**src/rtl/seg7_scan_ctrl.sv**
```systemverilog
// Time-multiplexed scan controller for a common-cathode 7-segment display.
// One shared BCD decoder; new display values commit only at frame boundaries.
module seg7_scan_ctrl #(
  parameter int NUM_DIGITS   = 4,
  parameter int PRESCALE     = 1000,
  parameter int BLANK_CYCLES = 2
) (
  input  logic                    clk,
  input  logic                    rst_n,
  input  logic                    enable,
  input  logic                    lzb_en,
  input  logic                    load_valid,
  output logic                    load_ready,
  input  logic [4*NUM_DIGITS-1:0] load_data,
  input  logic [NUM_DIGITS-1:0]   load_dp,
  output logic [3:0]              bcd_out,
  output logic [NUM_DIGITS-1:0]   digit_en,
  output logic                    dp_out,
  output logic                    frame_done,
  output logic                    bcd_err
);
  localparam int W  = 4*NUM_DIGITS;
  localparam int CW = $clog2(PRESCALE);
  localparam int IW = $clog2(NUM_DIGITS);
  localparam logic [CW-1:0] BLANK_LAST = CW'(BLANK_CYCLES-1);
  localparam logic [CW-1:0] SLOT_LAST  = CW'(PRESCALE-1);
  localparam logic [IW-1:0] IDX_LAST   = IW'(NUM_DIGITS-1);

  typedef enum logic [1:0] {IDLE = 2'd0, BLANK = 2'd1, SHOW = 2'd2} state_t;

  state_t                state, state_nxt;
  logic [CW-1:0]         cnt, cnt_nxt;
  logic [IW-1:0]         idx, idx_nxt;
  logic                  pending;
  logic [W-1:0]          active, shadow, active_nxt;
  logic [NUM_DIGITS-1:0] active_dp, shadow_dp, active_dp_nxt;
  logic                  take, commit;

  function automatic logic [3:0] nibble_at(input logic [W-1:0] word, input int i);
    return word[4*i +: 4];
  endfunction

  function automatic logic has_bad_nibble(input logic [W-1:0] word);
    logic bad;
    bad = 1'b0;
    for (int i = 0; i < NUM_DIGITS; i++)
      if (nibble_at(word, i) > 4'd9) bad = 1'b1;
    return bad;
  endfunction

  // Dark slot for a non-BCD nibble, or for a leading zero (digit 0 always lit).
  function automatic logic suppressed(input logic [W-1:0] word, input int i,
                                      input logic lzb);
    logic sup;
    logic upper_zero;
    sup = (nibble_at(word, i) > 4'd9);
    if (lzb && i != 0) begin
      upper_zero = 1'b1;
      for (int j = 0; j < NUM_DIGITS; j++)
        if (j >= i && nibble_at(word, j) != 4'd0) upper_zero = 1'b0;
      if (upper_zero) sup = 1'b1;
    end
    return sup;
  endfunction

  always_comb begin
    state_nxt  = state;
    cnt_nxt    = cnt;
    idx_nxt    = idx;
    frame_done = 1'b0;
    case (state)
      IDLE: begin
        if (enable) begin
          state_nxt = BLANK;
          cnt_nxt   = '0;
          idx_nxt   = '0;
        end
      end
      BLANK: begin
        if (cnt == BLANK_LAST) state_nxt = SHOW;
        cnt_nxt = cnt + CW'(1);
      end
      SHOW: begin
        if (cnt == SLOT_LAST) begin
          cnt_nxt   = '0;
          state_nxt = BLANK;
          if (idx == IDX_LAST) begin
            idx_nxt    = '0;
            frame_done = 1'b1;
          end else begin
            idx_nxt = idx + IW'(1);
          end
        end else begin
          cnt_nxt = cnt + CW'(1);
        end
      end
      default: state_nxt = IDLE;
    endcase
    if (!enable) begin
      state_nxt  = IDLE;
      cnt_nxt    = '0;
      idx_nxt    = '0;
      frame_done = 1'b0;
    end
  end

  // Commit at a frame boundary, or immediately while the scan is idle.
  assign take          = load_valid & load_ready;
  assign commit        = pending & (frame_done | (state == IDLE));
  assign active_nxt    = commit ? shadow    : active;
  assign active_dp_nxt = commit ? shadow_dp : active_dp;

  always_ff @(posedge clk) begin
    if (!rst_n) begin
      state      <= IDLE;
      cnt        <= '0;
      idx        <= '0;
      pending    <= 1'b0;
      load_ready <= 1'b1;
      active     <= '0;
      active_dp  <= '0;
      shadow     <= '0;
      shadow_dp  <= '0;
      bcd_out    <= 4'd0;
      dp_out     <= 1'b0;
      digit_en   <= '0;
      bcd_err    <= 1'b0;
    end else begin
      state     <= state_nxt;
      cnt       <= cnt_nxt;
      idx       <= idx_nxt;
      active    <= active_nxt;
      active_dp <= active_dp_nxt;
      if (take) begin
        shadow    <= load_data;
        shadow_dp <= load_dp;
      end
      if (take)        pending <= 1'b1;
      else if (commit) pending <= 1'b0;
      load_ready <= ~(take | (pending & ~commit));
      if (commit && has_bad_nibble(shadow)) bcd_err <= 1'b1;
      // Segment data only moves on slot entry, while every digit is dark.
      if (state_nxt == BLANK && state != BLANK) begin
        bcd_out <= nibble_at(active_nxt, int'(idx_nxt));
        dp_out  <= active_dp_nxt[idx_nxt];
      end
      if (state_nxt == SHOW && !suppressed(active_nxt, int'(idx_nxt), lzb_en))
        digit_en <= NUM_DIGITS'(1) << idx_nxt;
      else
        digit_en <= '0;
    end
  end
endmodule

```
**config.mk**
```make
export PLATFORM = sky130hd
export DESIGN_NAME = seg7_scan_ctrl
export DESIGN_NICKNAME = d
export VERILOG_FILES = /design/src/rtl/seg7_scan_ctrl.sv
export SDC_FILE = /design/constraint.sdc
export NUM_CORES = 1
export LEC_CHECK = 0
export CORE_ASPECT_RATIO = 1.1
export CORE_MARGIN = 1.5
export CORE_UTILIZATION = 55
export CTS_CLUSTER_DIAMETER = 40
export DETAILED_ROUTE_END_ITERATION = 12
export PLACE_DENSITY_LB_ADDON = 0.3
export SETUP_SLACK_MARGIN = 0.05
export SLEW_MARGIN = 5
export SYNTH_ARGS = -nofsm -noshare
export SYNTH_HDL_FRONTEND = slang
export SYNTH_SLANG_ARGS = --single-unit
```
**constraint.sdc**
```tcl
create_clock -name clk -period 3.6 [get_ports clk]
set_input_delay 0.36 -clock clk [delete_from_list [all_inputs] [get_ports clk]]
set_output_delay 0.36 -clock clk [all_outputs]
set_load 0.05 [all_outputs]
```
==> reports/metrics.yaml <==
run_status:
  run_status: "complete, no violations"
power_and_ir_drop:
  p_leak_nw: 1.400
  ir_worst_vdd_v: 0.0003201
  p_per_area_nw_per_um2: 409.7
yosys:
  yosys.area.top_type: "dfxtp_1"
  netlist_area_um2: 3134
  synth-main-ff-cell: "dfxtp_1"
  ys_ff_latch: 66
  synth_common_cells: "nand2_1, dfxtp_1, a21oi_1"
  synth_area_leaders: "dfxtp_1, nand2_1, a21oi_1, nor2_1, ha_1"
  synth.top_cell.area_share_pct: 42.16
  synth_nets: 424
  synth.avg_cell_area_um2: 8.016
  async_reset_ff_share_pct: 0
  synth_edf_count: 0
  syn-instance-count: 391
  synth-seq-area-share_pct: 42.16
  synth.most_common_cell: "nand2_1"
  ys_types: 52
  yosysWarnings: 0
setup_path:
  endpoint_kind: "register"
  path_depth: 9
  cp_cell_sequence: "ha_1 > or3b_2 > nor4_2 > or3_1 > buf_4 > mux2_2 > a21oi_1 > a21boi_2 > a2111oi_2"
  crit_required_ns: 3.83
  critPathLaunchType: "register"
  crit_slowest_cell: "or3b_2"
  criticalPathCategory: "reg -> reg"
  worstSetupStartpoint: "state[1]"
  reg2reg_slack_ns: 0.38
  critPathBufInv: 1
  crit_path_end: "digit_en[3]"
  reg2reg_depth: 9
  slowest_delay_ns: 0.50
  critPathTopFamily: "simple AND/OR/NAND/NOR gates"
  r2r_end: "digit_en[3]"
  worstPathMaxFanout: 11
  rr_startpoint: "state[1]"
  worstPathArrival_ns: 3.45
clocking:
  cts_hold_buffers: 0
  post_cts_buffers: 0
  cts_sinks: 66
  cts_buffers: 9
  clock_latency_ns: 0.34
  cts_tree: "built"
  htreeDepth: 3
  ctsLongestPathBuffers: 2
  cts.clk_slew.worst_paths_ns: 0.07
  post_cts_resized: 0
  clock-root-buffer: "clkbuf_8"
timing:
  finalHoldViolCount: 0
  drv_slew: 0
  worst_slew_pin_slew_ns: 0.9106
  hold_ws_ns: 0.4582
  rsz0062_at_grt: "false"
  fmax_mhz: 310.7
  setup_viol: 0
  slew_headroom_pct: 38.83
  tns_ns: 0
  period_share_pct: 89.40
  fin_skew_ns: 0.007877
  min_period_ns: 3.218
detailed_routing:
  final_antenna_net_count: 0
  wl_per_cell_um: 14.84
  drc: 0
  via_per_inst: 5.645
  wirelength_um: 7523
  vias: 2862
  drtIter0Drc: 202
  drtPass1Iterations: 4
worst_hold_path:
  worstHoldPathType: "reg -> reg"
die:
  start_util_pct: 57.72
  die_y_um: 82.18
  ios: 37
  placeableCoreArea_um2: 5430
  dieArea_um2: 6161
  dieWidth_um: 74.98
  row_count: 28
final_layout:
  final_net_count: 460
  area_growth_pct: 19.68
  fin_util_pct: 69.08
  finalInstanceArea_um2: 3751
  layoutNonFillerInstCount: 507
  drive_above_1_share_pct: 8.333
  diodes: 0
  fillers: 459
place:
  gp_congestion: 0.8894
  dp.cells: 491
  dp_hpwl_um: 5431
  placed_area_um2: 3572
  portBuffers: 36
grt:
  grt_pass1_vias: 2720
  antenna_found_initial: 0
  overflow: 0
  grt_pass1_wl_um: 12360
  grt_use_total_pct: 26.79
  grt_max_degree: 45
run:
  cap_violations: 0
## layout by cell type, fill, tap and decap left out, drive strengths merged, types with 2 or more instances in the layout
cell           Yosys  layout
nor3               4       4
xor2               3       3
buf                3       8
and2               7       7
nand2             95      95
dfxtp             66      66
nor4              10      10
a31o               2       2
a211oi             4       4
nand3             16      16
a2111oi            2       2
mux4               2       2
or3                2       2
clkinv             0       2
clkdlybuf4s50      0      36
o211ai             2       2
nand4              6       6
a21oi             44      44
clkbuf            16      13
o21ai             12      12
a31oi              6       6
mux2               3       3
nor2              29      29
mux2i              9       9
xnor2              5       5
inv               12      12
ha                 8       8
## registers in the layout, summed over array words and instances (netlist names)
signal,count
active,16
active_dp,4
bcd_err,1
bcd_out,4
cnt,10
digit_en,4
dp_out,1
idx,2
load_ready,1
pending,1
shadow,16
shadow_dp,4
state,2
## worst min path at each step
stage                            start           end  depth (start not counted)
after floorplan           active_dp[1]  active_dp[1]                          2
after global placement    active_dp[2]  active_dp[2]                          2
after detailed placement  active_dp[3]  active_dp[3]                          2
after CTS                 active_dp[3]  active_dp[3]                          2
after global routing      active_dp[1]  active_dp[1]                          2
final                     active_dp[3]  active_dp[3]                          2
## through the flow
step	setup slack [ns]	total power [mW]
after floorplan	0.2791	0.8965
after global placement	0.6475	0.9632
after detailed placement	0.4915	0.9661
after CTS	0.4550	1.542
after global routing	0.2331	1.601
final	0.3817	1.537
## report_power, final
part	internal (mW)	switching (mW)	total (mW)
logic	0.0744	0.0978	0.172
registers	0.755	0.0241	0.779
clock network	0.319	0.267	0.585
total	1.15	0.389	1.54
## area by class of cell
cell class | instances | area, um^2 | area share, %
clock buffers | 13 | 138.9 | 3.702
clock inverters | 3 | 40.04 | 1.067
inverters | 12 | 45.04 | 1.201
multi-input cells | 294 | 1692 | 45.10
flip-flops and latches | 66 | 1321 | 35.22
well taps | 75 | 93.84 | 2.502
repair buffers | 44 | 420.4 | 11.21
## layer usage
layer | wire length [um] | vias to the layer above | track usage, %
li1 | - | 1433 | -
met1 | 3330 | 1334 | 33.16
met2 | 3676 | 83 | 44.34
met3 | 390 | 12 | 7.524
met4 | 126 | 0 | 9.636
met5 | 0 | - | 0
## logic make-up (layout without fill, tap and decap cells)
group           after synthesis  in the layout  synth area share, %
compound gates               83             83                16.57
xor+xnor                      8              8                2.236
fa+ha+maj                     8              8                3.194
buf+inv                      31             72                3.872
flops                        66             66                42.16
mux                          14             14                5.389
simple gates                181            181                26.59
## worst reg2reg max path, cell delays in order, from the launching register on
cell and delay [ns]:
dfxtp_1 0.45, ha_1 0.37, or3b_2 0.50, nor4_2 0.31, or3_1 0.26, buf_4 0.22
mux2_2 0.35, a21oi_1 0.19, a21boi_2 0.13, a2111oi_2 0.34
Note: power is estimated with default switching activity, not from simulation.
